## src/rtl/ex_mdu_unit_pkg.sv

```systemverilog
// Shared definitions for the execute-stage multiply/divide unit:
// function-field op codes, FSM state encoding and the divide-by-zero LO fill.
package ex_mdu_unit_pkg;

  localparam logic [5:0] OP_MFHI  = 6'h10;
  localparam logic [5:0] OP_MTHI  = 6'h11;
  localparam logic [5:0] OP_MFLO  = 6'h12;
  localparam logic [5:0] OP_MTLO  = 6'h13;
  localparam logic [5:0] OP_MULT  = 6'h18;
  localparam logic [5:0] OP_MULTU = 6'h19;
  localparam logic [5:0] OP_DIV   = 6'h1A;
  localparam logic [5:0] OP_DIVU  = 6'h1B;

  // LO after a divide by zero is all ones at any operand width
  localparam logic DIV0_LO_FILL = 1'b1;

  typedef enum logic [1:0] {
    ST_IDLE = 2'd0,
    ST_MUL  = 2'd1,
    ST_DIV  = 2'd2,
    ST_FIX  = 2'd3
  } mdu_state_t;

  function automatic logic is_muldiv(input logic [5:0] op);
    return (op == OP_MULT) || (op == OP_MULTU) || (op == OP_DIV) || (op == OP_DIVU);
  endfunction

endpackage

```

## src/rtl/ex_mdu_datapath.sv

```systemverilog
// Radix-2 multiply/divide datapath: 2*WIDTH accumulator shift register,
// add/subtract step and the final sign-correction negators.
module ex_mdu_datapath #(
  parameter int WIDTH = 32
) (
  input  logic             clk,
  input  logic             load,
  input  logic             step,
  input  logic             op_div,
  input  logic             op_signed,
  input  logic             neg_main,
  input  logic             neg_rem,
  input  logic [WIDTH-1:0] rs,
  input  logic [WIDTH-1:0] rt,
  output logic [WIDTH-1:0] res_hi,
  output logic [WIDTH-1:0] res_lo
);

  function automatic logic [WIDTH-1:0] magnitude(input logic signed [WIDTH-1:0] v,
                                                 input logic is_signed);
    return (is_signed && v < 0) ? -v : v;
  endfunction

  logic [2*WIDTH-1:0] acc_p0, acc_next, prod_fix;
  logic [WIDTH-1:0]   dvsr_p0, rs_mag, rt_mag, trial;
  logic [WIDTH:0]     sum, part;
  logic               mode_div_p0;

  assign rs_mag = magnitude(rs, op_signed);
  assign rt_mag = magnitude(rt, op_signed);

  // Multiply: add multiplicand into the upper half when the multiplier LSB is set,
  // then shift right. Divide: shift the remainder left and keep the difference
  // when it does not borrow; a zero divisor therefore yields an all-ones quotient.
  always_comb begin
    sum      = {1'b0, acc_p0[2*WIDTH-1:WIDTH]} + {1'b0, dvsr_p0};
    part     = {acc_p0[2*WIDTH-1:WIDTH], acc_p0[WIDTH-1]};
    trial    = part[WIDTH-1:0] - dvsr_p0;
    acc_next = '0;
    if (mode_div_p0) begin
      if (part >= {1'b0, dvsr_p0}) acc_next = {trial, acc_p0[WIDTH-2:0], 1'b1};
      else                         acc_next = {acc_p0[2*WIDTH-2:0], 1'b0};
    end else begin
      if (acc_p0[0]) acc_next = {sum, acc_p0[WIDTH-1:1]};
      else           acc_next = {1'b0, acc_p0[2*WIDTH-1:1]};
    end
  end

  always_ff @(posedge clk) begin
    if (load) begin
      acc_p0      <= {{WIDTH{1'b0}}, (op_div ? rs_mag : rt_mag)};
      dvsr_p0     <= op_div ? rt_mag : rs_mag;
      mode_div_p0 <= op_div;
    end else if (step) begin
      acc_p0      <= acc_next;
    end
  end

  assign prod_fix = neg_main ? -acc_p0 : acc_p0;

  always_comb begin
    if (mode_div_p0) begin
      res_hi = neg_rem  ? -acc_p0[2*WIDTH-1:WIDTH] : acc_p0[2*WIDTH-1:WIDTH];
      res_lo = neg_main ? -acc_p0[WIDTH-1:0]       : acc_p0[WIDTH-1:0];
    end else begin
      res_hi = prod_fix[2*WIDTH-1:WIDTH];
      res_lo = prod_fix[WIDTH-1:0];
    end
  end

endmodule

```

## src/rtl/ex_mdu_unit.sv

```systemverilog
// Execute-stage MIPS multiply/divide unit: owns HI/LO, sequences the iterative
// datapath, services MF/MT ops and interlocks the upstream pipeline.
module ex_mdu_unit
  import ex_mdu_unit_pkg::*;
#(
  parameter int WIDTH = 32
) (
  input  logic             clk,
  input  logic             reset,
  input  logic             valid_i,
  input  logic [5:0]       alu_op_i,
  input  logic [WIDTH-1:0] rs_data_i,
  input  logic [WIDTH-1:0] rt_data_i,
  input  logic             kill_i,
  output logic             stall_o,
  output logic             done_o,
  output logic [WIDTH-1:0] hi_o,
  output logic [WIDTH-1:0] lo_o,
  output logic [WIDTH-1:0] mf_data_o
);

  localparam int CNT_W = $clog2(WIDTH);

  mdu_state_t       state;
  logic [CNT_W-1:0] cnt;
  logic             neg_main, neg_rem, div0;
  logic             idle, accept, op_div, op_signed, step;
  logic [WIDTH-1:0] res_hi, res_lo;

  assign idle      = (state == ST_IDLE);
  assign accept    = valid_i & is_muldiv(alu_op_i) & idle & ~kill_i;
  assign op_div    = (alu_op_i == OP_DIV) || (alu_op_i == OP_DIVU);
  assign op_signed = (alu_op_i == OP_MULT) || (alu_op_i == OP_DIV);
  assign step      = (state == ST_MUL) || (state == ST_DIV);

  // Busy covers the MF/MT/MUL/DIV interlock; an issuing MUL/DIV also holds
  // its own slot for the accept cycle.
  assign stall_o = ~idle | (valid_i & is_muldiv(alu_op_i));

  always_comb begin
    mf_data_o = '0;
    if (idle && alu_op_i == OP_MFHI) mf_data_o = hi_o;
    if (idle && alu_op_i == OP_MFLO) mf_data_o = lo_o;
  end

  always_ff @(posedge clk or posedge reset) begin
    if (reset) begin
      state    <= ST_IDLE;
      cnt      <= '0;
      hi_o     <= '0;
      lo_o     <= '0;
      done_o   <= 1'b0;
      neg_main <= 1'b0;
      neg_rem  <= 1'b0;
      div0     <= 1'b0;
    end else begin
      done_o <= 1'b0;
      case (state)
        ST_IDLE: begin
          if (accept) begin
            state    <= op_div ? ST_DIV : ST_MUL;
            cnt      <= CNT_W'(WIDTH - 1);
            neg_main <= op_signed & (rs_data_i[WIDTH-1] ^ rt_data_i[WIDTH-1]);
            neg_rem  <= op_signed & op_div & rs_data_i[WIDTH-1];
            div0     <= op_div & (rt_data_i == '0);
          end else if (valid_i && !kill_i) begin
            if (alu_op_i == OP_MTHI) hi_o <= rs_data_i;
            if (alu_op_i == OP_MTLO) lo_o <= rs_data_i;
          end
        end
        ST_MUL, ST_DIV: begin
          if (kill_i)          state <= ST_IDLE;
          else if (cnt == '0)  state <= ST_FIX;
          else                 cnt   <= cnt - 1'b1;
        end
        ST_FIX: begin
          state <= ST_IDLE;
          if (!kill_i) begin
            hi_o   <= res_hi;
            lo_o   <= div0 ? {WIDTH{DIV0_LO_FILL}} : res_lo;
            done_o <= 1'b1;
          end
        end
        default: state <= ST_IDLE;
      endcase
    end
  end

  ex_mdu_datapath #(.WIDTH(WIDTH)) u_datapath (
    .clk       (clk),
    .load      (accept),
    .step      (step),
    .op_div    (op_div),
    .op_signed (op_signed),
    .neg_main  (neg_main),
    .neg_rem   (neg_rem),
    .rs        (rs_data_i),
    .rt        (rt_data_i),
    .res_hi    (res_hi),
    .res_lo    (res_lo)
  );

endmodule

```

## config.mk

```make
export PLATFORM = sky130hd
export DESIGN_NAME = ex_mdu_unit
export DESIGN_NICKNAME = d
export VERILOG_FILES = /design/src/rtl/ex_mdu_unit_pkg.sv /design/src/rtl/ex_mdu_datapath.sv /design/src/rtl/ex_mdu_unit.sv
export SDC_FILE = /design/constraint.sdc
export NUM_CORES = 1
export LEC_CHECK = 0
export ABC_AREA = 0
export CAP_MARGIN = 10
export CORE_MARGIN = 4
export CORE_UTILIZATION = 60
export CTS_CLUSTER_SIZE = 28
export DETAILED_ROUTE_END_ITERATION = 10
export PLACE_DENSITY = 0.9
export REMOVE_ABC_BUFFERS = 1
export SYNTH_ARGS = -nofsm -noshare
export SYNTH_HDL_FRONTEND = slang
export SYNTH_HIERARCHICAL = 1
export SYNTH_SLANG_ARGS = --single-unit
```

## constraint.sdc

```tcl
create_clock -name clk -period 6 [get_ports clk]
set_input_delay 1.2 -clock clk [delete_from_list [all_inputs] [get_ports clk]]
set_output_delay 1.2 -clock clk [all_outputs]
set_load 0.05 [all_outputs]
```

### Yosys cells after proc, flatten, opt, wreduce, memory -nomap -nowiden

Index checks and enable logic that the tools add are counted.

* input port bits: 74
* output and inout bits: 98
* bits in registers: 172
* word-level logic and storage cells: 116

* eq/ne operators: 20
* bitwise gates (word level): 11
* order comparisons: 3
* add/subtract/negate cells: 8
* multiplexer cells: 38
* reduce and logical (&&, ||, !) cells: 24

Operators with widths (count)
* 32-bit two-way mux: 21
* 64-bit two-way mux: 4
* 32-bit negation: 4
* 32-bit case mux with 2 select lines: 2
* 32-bit by 1-bit < comparator with 1-bit output (second input constant): 2
* 64-bit negation: 1
* 6-bit by 5-bit == test with 1-bit output (second input constant): 8
* 32-bit by 32-bit adder with 33-bit output: 1
* 33-bit by 32-bit >= comparator with 1-bit output: 1
* 32-bit logical NOT: 1
* 32-bit subtractor: 1
* 5-bit two-way mux: 3
* 5-bit case mux with 2 select lines: 1
* 5-bit AND reduction: 2
* 2-bit two-way mux: 4
* 2-bit by 1-bit inequality test with 1-bit output (second input constant): 4
* 2-bit inequality test (second input constant): 4
* 1-bit bitwise AND: 7
* 1-bit logical OR: 6
* 2-bit case mux with 3 select lines: 1
* 2-bit nonzero test: 3
* 1-bit logical AND: 5
* 5-bit logical NOT: 1
* 5-bit by 1-bit subtractor with 5-bit output (second input constant): 1
* other kinds (12): 16

### Longest topological paths before layout

Gate-level depths: netlist (run 1).

* word-level depth: 9
* depth in mapped cells: 14
* mapped depth without buffers: 13

### Modules after synthesis

Netlist (run 1), hierarchy kept.

Modules (own cells, without submodules)
* ex_mdu_datapath: area an instance 11727.5 sq um, times used 1, seq. area each 2592.5 sq um, cells each 1529
* ex_mdu_unit: area an instance 4244.1 sq um, times used 1, seq. area each 1876.8 sq um, cells each 456

### Worst setup path before layout (run 1)

No wires, ideal clock.

* path type: input-to-reg
* from: input port kill_i
* to: register u_datapath.acc_p0[0], enable pin
* stages on the path: 6
* arrival time: 3.904 ns
* library setup time: 0.388 ns
* data required time: 5.612 ns
* slack: 1.708 ns
* path buffers: 3
* cell sequence: buf_6 > buf_6 > nor4_4 > clkbuf_1 > nor2_1 > inv_1

* longest elaborated chain between the ends: 3

Ends and longest elaborated chain
* start, declared: RTL line ex_mdu_unit.sv:14 `input logic kill_i,`
* 1-bit NOT: RTL line ex_mdu_unit.sv:31 `assign accept = valid_i & is_muldiv(alu_op_i) & idle & ~kill_i;`
* 1-bit bitwise AND: RTL line ex_mdu_unit.sv:31
* named net accept: RTL line ex_mdu_unit.sv:27 `logic idle, accept, op_div, op_signed, step;`
* 2-bit nonzero test (no source line)
* end signal, assigned: RTL line ex_mdu_datapath.sv:51 `acc_p0 <= {{WIDTH{1'b0}}, (op_div ? rs_mag : rt_mag)};`
* end signal, assigned: RTL line ex_mdu_datapath.sv:55 `acc_p0 <= acc_next;`
* end, declared: RTL line ex_mdu_datapath.sv:24 `logic [2*WIDTH-1:0] acc_p0, acc_next, prod_fix;`

The timed path passes the listed nets, and every way through them passes these cells.
A chain may end at the register's enable or synchronous reset.

### Worst setup path after layout (run 1)

* from: input port alu_op_i[4]
* to: output port mf_data_o[21]

* longest elaborated chain between the ends: 4
* elaborated cells between the ends (all ways): 6
* those cells by class: eq/ne (2); mux (2); reduce/logical (2)

Ends and longest elaborated chain
* start, declared: RTL line ex_mdu_unit.sv:11 `input logic [5:0] alu_op_i,`
* 6-bit by 5-bit == test with 1-bit output: RTL line ex_mdu_unit.sv:42 `if (idle && alu_op_i == OP_MFHI) mf_data_o = hi_o;`
* 1-bit logical AND: RTL line ex_mdu_unit.sv:42
* 32-bit two-way mux: RTL line ex_mdu_unit.sv:42
* 32-bit two-way mux *: RTL line ex_mdu_unit.sv:43 `if (idle && alu_op_i == OP_MFLO) mf_data_o = lo_o;`
* end, declared: RTL line ex_mdu_unit.sv:19 `output logic [WIDTH-1:0] mf_data_o`

Mark *: on every way between the ends. The rest lies on a longest branch, timed or not.

==> results of run 1 <==
==> logic make-up after synthesis <==
family | Yosys count | share of synthesized area, %
compound gates | 668 | 25.9
xor+xnor | 168 | 9.21
fa+ha+maj | 74 | 5.89
buf+inv | 196 | 4.89
flops | 172 | 28.0
mux | 139 | 8.82
simple gates | 568 | 17.3
==> metrics by stage <==
stage,worst slack (ps),power (mW),hold WS [ps],TNS [ps]
global route,755,8.09,535,0
CTS,871,7.53,521,0
finish,841,7.67,524,0
floorplan,-745,5.05,461,-25420
detailed placement,871,6.43,509,0
global placement,967,6.31,501,0
==> worst reg2reg max path, stage by stage, from the launching register on <==
cell and delay, ps:
edfxtp_1 380, clkinv_1 430, ha_1 260, nor2b_1 240, or4b_4 540, nand2b_4 200
or3_4 380, or2_4 270, o21ai_2 440, and2_1 250, a31oi_1 110, xor2_1 330
mux2i_1 140, o21ai_0 190
==> cells in the final DEF, fill, tap and decap left out, drive strengths merged, types with 41 or more instances in the layout <==
master / synthesis / layout
mux2i: 125 / 125
nor3: 41 / 41
clkdlybuf4s50: 0 / 169
nand2: 182 / 182
edfxtp: 65 / 65
ha: 72 / 72
a21oi: 151 / 151
o22ai: 45 / 45
inv: 73 / 81
o21ai: 233 / 233
xor2: 72 / 72
xnor2: 96 / 96
dfrtp: 75 / 75
nor2: 143 / 143
==> path summary, 6_finish.rpt <==
| kind | from | end | slack, ps |
|---|---|---|---|
| hold reg to reg | div0 | div0 | 520 |
| max in group asynchronous | reset | hi_o[24] | 3640 |
| hold / removal | div0 | div0 | 520 |
| setup / recovery | alu_op_i[4] | mf_data_o[21] | 840 |
| min in group asynchronous | reset | done_o | 1340 |
| setup reg to reg | u_datapath/acc_p0[0] | hi_o[8] | 1760 |
==> state kept, by name, indices dropped and copies added (netlist names) <==
name	cells
state	2
u_datapath/acc_p0	64
done_o	1
div0	1
u_datapath/mode_div_p0	1
neg_rem	1
hi_o	32
neg_main	1
u_datapath/dvsr_p0	32
cnt	5
lo_o	32
==> area by class of cell <==
type                    count  area share (%)
clock buffers              20            2.42
clock inverters            12           0.557
inverters                  74            1.51
multi-input cells        1617            58.3
flip-flops and latches    172            24.3
well taps                 335            2.27
repair buffers            199            10.7
==> per-layer routing <==
metal  up-vias  GRT usage, %  wire length, µm
li1       7494             -                -
met4         0          22.8             3950
met3       312          7.79             6440
met5         -             0                0
met1      7922          48.2            21500
met2      1322          60.3            25400
==> report_power, final <==
part | switching (mW) | internal (mW)
registers | 0.552 | 1.59
clock network | 0.533 | 0.555
logic | 2.74 | 1.70
total | 3.82 | 3.85
==> impl_summary.txt, run 1 <==
----------------------------------------------------
[STA]
  Max Fclk ... 194 MHz
  Setup clock skew after layout ... 18.4 ps
  Final critical-path share of the clock period ... 86.0%
  Final count of hold timing violations ... 0
  RSZ-0062 raised after global routing ... false
  Shortest period the worst path allows ... 5160 ps
  Transition at the pin with the smallest max-transition slack ... 1100 ps
  Max-slew violation count ... 0
  Worst relative slew slack ... 26.4%
  Count of endpoints failing setup in the final report ... 0

[Logic synthesis]
  Syn Std Cell Area ... 16,000 µm²
  Share of the synthesized area in the top cell type ... 12.2%
  Biggest area contributors in the synthesized netlist ... edfxtp_1, dfrtp_1, mux2i_1
  Sequential element share of the synthesized area ... 28.0%
  Synth unique cells ... 95
  Async set or reset register ratio after synthesis ... 43.6%
  Most common cell in the synthesized netlist ... o21ai_0
  Flip-flop and latch count after synthesis ... 172
  Biggest area consumer among synthesized cells ... edfxtp_1
  Avg Synthesized Cell Area ... 8.05 µm²
  Most frequently used flop master after synthesis ... dfrtp_1
  Number of enable-type register cells in the synthesized netlist ... 65
  Synth Instances ... 1,985
  Top cell types by occurrence after synthesis ... o21ai_0, nand2_1, a21oi_1
  Synthesis Warnings ... 6

[Final layout]
  Diodes inserted ... 0
  Filler cells ... 2,030
  Cell area after layout ... 18,400 µm²
  Ratio of cells with drive above 1 in the final layout ... 5.35%
  Multi-input combinational cell area ... 10,700 µm²
  Sequential cell area in the final layout ... 4470 µm²
  Share of the core filled with cells in the final layout ... 70.5%
  Growth of design area from synthesis to finish ... 15.4%
  Number of nets in the final layout ... 2,229
  Final cell count without fillers ... 2,429

[Worst setup path]
  CP max-delay cell ... clkdlybuf4s50_1
  Number of buffer and inverter stages on the critical path ... 3
  Data arrival time of the critical path ... 3960 ps
  Cell family with the largest share of critical-path delay ... buffers and inverters
  Setup crit start kind ... input pin
  Crit-path cells ... clkdlybuf4s50_1 > nor3b_2 > or4b_1 > buf_4 > nor2_1 > clkdlybuf4s50_1
  Crit path top cell by count ... clkdlybuf4s50_1
  CP max stage delay ... 830 ps
  Critical Path Fanout Max ... 27
  Number of cells on the critical path ... 6
  Required arrival time at the worst endpoint ... 4800 ps
  Setup crit end kind ... output port
  Worst Path Class, Setup ... in -> out
  Number of cells traversed by the worst register-to-register path ... 13

[Power and ir drop]
  VDD IR max ... 0.298 mV
  Power per Cell Area ... 416 nW/µm²
  Static leakage power ... 7.13 nW

[Routing]
  1st-pass router iterations ... 9
  Wire length per cell ... 23.6 µm
  Initial DRC Count ... 2,468
  Post-DRT Antenna Nets ... 0
  DRC violation count after routing ... 0
  Total routed wirelength ... 57,300 µm
  Vias per std cell ... 7.02
  Vias ... 17,100

[Clock tree]
  Clock tree from TritonCTS ... done
  Cell at the root of the clock tree ... clkbuf_16
  Inserted Clock Buffers ... 17
  Clock buffer depth ... 2
  Post-CTS clock slew at the launch and capture registers of the worst setup and hold paths ... 70 ps
  CTS H-tree lvls ... 4
  Number of gates resized after CTS ... 0
  Later-pin clock latency in the skew report ... 450 ps
  Clock sink count ... 172
  Number of hold buffers added after CTS ... 0
  Post-CTS Setup Bufs ... 0

[Placement]
  Port-buffer cells ... 171
  Cell total after placement ... 2,394
  Estimated wirelength of the detail-placed design ... 42,300 µm
  Final Wtd Congestion ... 0.996
  Area of placed instances ... 17,800 µm²

[Min path]
  Path category of the worst min-delay check ... reg -> reg
  Hold depth ... 2

[Die]
  Ports ... 172
  Core ar. ... 26,100 µm²
  Chip Height ... 171 µm
  Die width ... 171 µm
  Die Footprint ... 29,300 µm²
  Effective utilization at floorplan ... 61.1%
  Number of core rows ... 59

[Run]
  Max-cap violations ... 0

[Global routing]
  Number of global-route vias before repair ... 16,200
  Maximum number of pins on one net before global-route repair ... 72
  All-layer global routing usage ... 38.1%
  Initial antenna violation count ... 0
  Overflow after GRT ... 0
  First-pass GRT wire length ... 88,600 µm

[Status]
  Status ... complete, no violations

----------------------------------------------------
No activity file was read; power rests on OpenSTA's default activity.
==> run 2: changes to the inputs <==
--- a/config.mk
+++ b/config.mk
@@ -15,5 +15,4 @@
 export REMOVE_ABC_BUFFERS = 1
 export SYNTH_ARGS = -nofsm -noshare
 export SYNTH_HDL_FRONTEND = slang
-export SYNTH_HIERARCHICAL = 1
 export SYNTH_SLANG_ARGS = --single-unit
==> impl_summary.txt, run 2 <==
----------------------------------------------------
[Power and ir drop]
  Static leakage power ... 7.11 nW
  Post-layout power ... 9.56 mW
  VDD IR max ... 0.823 mV
  Power per Cell Area ... 533 nW/µm²

[Worst setup path]
  Worst Path Class, Setup ... in -> out
  Setup crit start kind ... input pin
  Critical Path Fanout Max ... 21
  Required arrival time at the worst endpoint ... 4800 ps
  Data arrival time of the critical path ... 4050 ps
  Setup crit end kind ... output port

[STA]
  Final critical-path share of the clock period ... 87.5%
  Final count of hold timing violations ... 0
  Transition at the pin with the smallest max-transition slack ... 1170 ps
  Count of endpoints failing setup in the final report ... 0
  Max-slew violation count ... 0
  RSZ-0062 raised after global routing ... false
  Worst relative slew slack ... 21.5%
  Hold WS ... 492 ps
  Setup clock skew after layout ... 11.2 ps
  Shortest period the worst path allows ... 5250 ps
  Sum of negative setup slack ... 0 ps
  Max Fclk ... 190 MHz

[Die]
  Die Footprint ... 28,600 µm²
  Effective utilization at floorplan ... 61.5%
  Number of core rows ... 58
  Die width ... 169 µm
  Chip Height ... 169 µm
  Ports ... 172
  Core ar. ... 25,300 µm²

[Status]
  Status ... complete, no violations

[Final layout]
  Largest register FFs ... 64
  Sequential cell area in the final layout ... 4470 µm²
  Diodes inserted ... 0
  Most frequent standard cell in the layout excluding fill and tap cells ... nand2_1
  Filler cells ... 1,880
  Growth of design area from synthesis to finish ... 15.1%
  Most frequent cells in the layout ... nand2_1, o21ai_0, clkdlybuf4s50_1
  Largest Register ... u_datapath.acc_p0
  Ratio of cells with drive above 1 in the final layout ... 5.15%
  Multi-input combinational cell area ... 10,300 µm²
  Number of nets in the final layout ... 2,173
  Final cell count without fillers ... 2,368

[Run]
  Max-cap violations ... 0

[Logic synthesis]
  Async set or reset register ratio after synthesis ... 43.6%
  Share of the synthesized area in the top cell type ... 12.5%
  Most common cell in the synthesized netlist ... nand2_1
  Biggest area consumer among synthesized cells ... edfxtp_1
  Syn Std Cell Area ... 15,600 µm²
  Synth unique cells ... 79
  Biggest area contributors in the synthesized netlist ... edfxtp_1, dfrtp_1, o21ai_0
  Number of enable-type register cells in the synthesized netlist ... 65
  Top cell types by occurrence after synthesis ... nand2_1, o21ai_0, a21oi_1
  Synthesis Warnings ... 0
  Most frequently used flop master after synthesis ... dfrtp_1
  Avg Synthesized Cell Area ... 8.05 µm²
  Sequential element share of the synthesized area ... 28.7%
  Synth Instances ... 1,935
  Flip-flop and latch count after synthesis ... 172

[Clock tree]
  Cell at the root of the clock tree ... clkbuf_16
  Inserted Clock Buffers ... 17
  Clock sink count ... 172
  Number of hold buffers added after CTS ... 0
  Number of gates resized after CTS ... 0
  Post-CTS clock slew at the launch and capture registers of the worst setup and hold paths ... 80 ps
  CTS H-tree lvls ... 4
  Clock buffer depth ... 2
  Clock tree from TritonCTS ... done
  Later-pin clock latency in the skew report ... 450 ps
  Post-CTS Setup Bufs ... 0

[Routing]
  DRC violation count after routing ... 0
  Wire length per cell ... 22.2 µm
  1st-pass router iterations ... 7
  Post-DRT Antenna Nets ... 0
  Initial DRC Count ... 2,476
  Total routed wirelength ... 52,600 µm
  Vias ... 16,400
  Vias per std cell ... 6.91

[Global routing]
  Overflow after GRT ... 0
  First-pass GRT wire length ... 82,800 µm
  Number of global-route vias before repair ... 15,500
  Initial antenna violation count ... 1
  Maximum number of pins on one net before global-route repair ... 76
  All-layer global routing usage ... 35.7%

[Placement]
  Port-buffer cells ... 171
  Final Wtd Congestion ... 0.984
  Cell total after placement ... 2,336
  Estimated wirelength of the detail-placed design ... 38,700 µm

[Min path]
  Path category of the worst min-delay check ... reg -> reg

----------------------------------------------------
run 2: cell count changes in the layout (fill, tap and decap cells not counted), moves of 10 or more:
| cell | change |
|---|---|
| o22ai_1 | -12 |
| nand3b_1 | +10 |
| nor2b_1 | -21 |
| o21ai_0 | -15 |
| a221oi_1 | +20 |
| nand2_1 | +34 |
| o21ai_1 | -11 |
| mux2i_1 | -25 |
| xnor2_1 | -13 |
| o221ai_1 | +23 |
run 2: worst max-delay path, stage by stage:
cell and delay, ps:
clkdlybuf4s50_1 450, nor3b_1 280, nor2b_1 280, nand3b_1 430, buf_4 400, nor2_1 150
clkdlybuf4s50_1 830
run 2: kinds of logic (layout without fill, tap and decap cells):
family	Yosys count	after routing	synth area share (%)
multiplexers	119	119	7.80
adder cells (fa/ha/maj)	74	74	6.04
AO/OA/AOI/OAI	629	629	25.6
buffers and inverters	196	299	4.90
flip-flops	172	172	28.7
XOR/XNOR	157	157	8.83
AND/OR/NAND/NOR	588	588	18.1
run 2: area by class of cell:
type                            count  share of cell area [%]
Clock buffer                       18                    2.39
Tap cell                          330                    2.30
Clock inverter                     14                   0.726
Multi-Input combinational cell   1567                    57.7
Timing Repair Buffer              191                    10.4
Inverter                           76                    1.59
Sequential cell                   172                    24.9
run 2: routing by layer:
metal | GRT usage, % | vias up | part of all wire, %
li1 | - | 7324 | -
met1 | 48.6 | 7608 | 39
met2 | 56.5 | 1226 | 45
met3 | 6.82 | 211 | 12
met4 | 14.2 | 2 | 4.2
met5 | 0 | - | 0.025
run 2: final timing paths:
check	slack (ps)	endpoint	cells after the start	start
setup / recovery	750	mf_data_o[2]	7	alu_op_i[4]
hold / removal	490	div0	2	div0
setup reg to reg	2120	u_datapath.acc_p0[56]	12	u_datapath.acc_p0[31]
hold reg to reg	490	div0	2	div0
max in group asynchronous	3900	lo_o[16]	3	reset
min in group asynchronous	1380	lo_o[9]	3	reset
run 2: report_power, final:
group          internal (mW)  total, mW  switching, mW
logic                   2.24       5.91           3.67
registers               1.80       2.56          0.760
clock network          0.548       1.10          0.550
run 2: metrics by stage:
| step | utilization, % | setup WS (ps) | cell area, µm² |
|---|---|---|---|
| 2_1_floorplan | - | 1660 | 15100 |
| 3_3_place_gp | 68.6 | 923 | 17400 |
| 3_5_place_dp | 68.6 | 780 | 17400 |
| 4_1_cts | 70.8 | 767 | 17900 |
| 5_1_grt | 70.8 | 605 | 17900 |
| 6_report | 70.8 | 749 | 17900 |
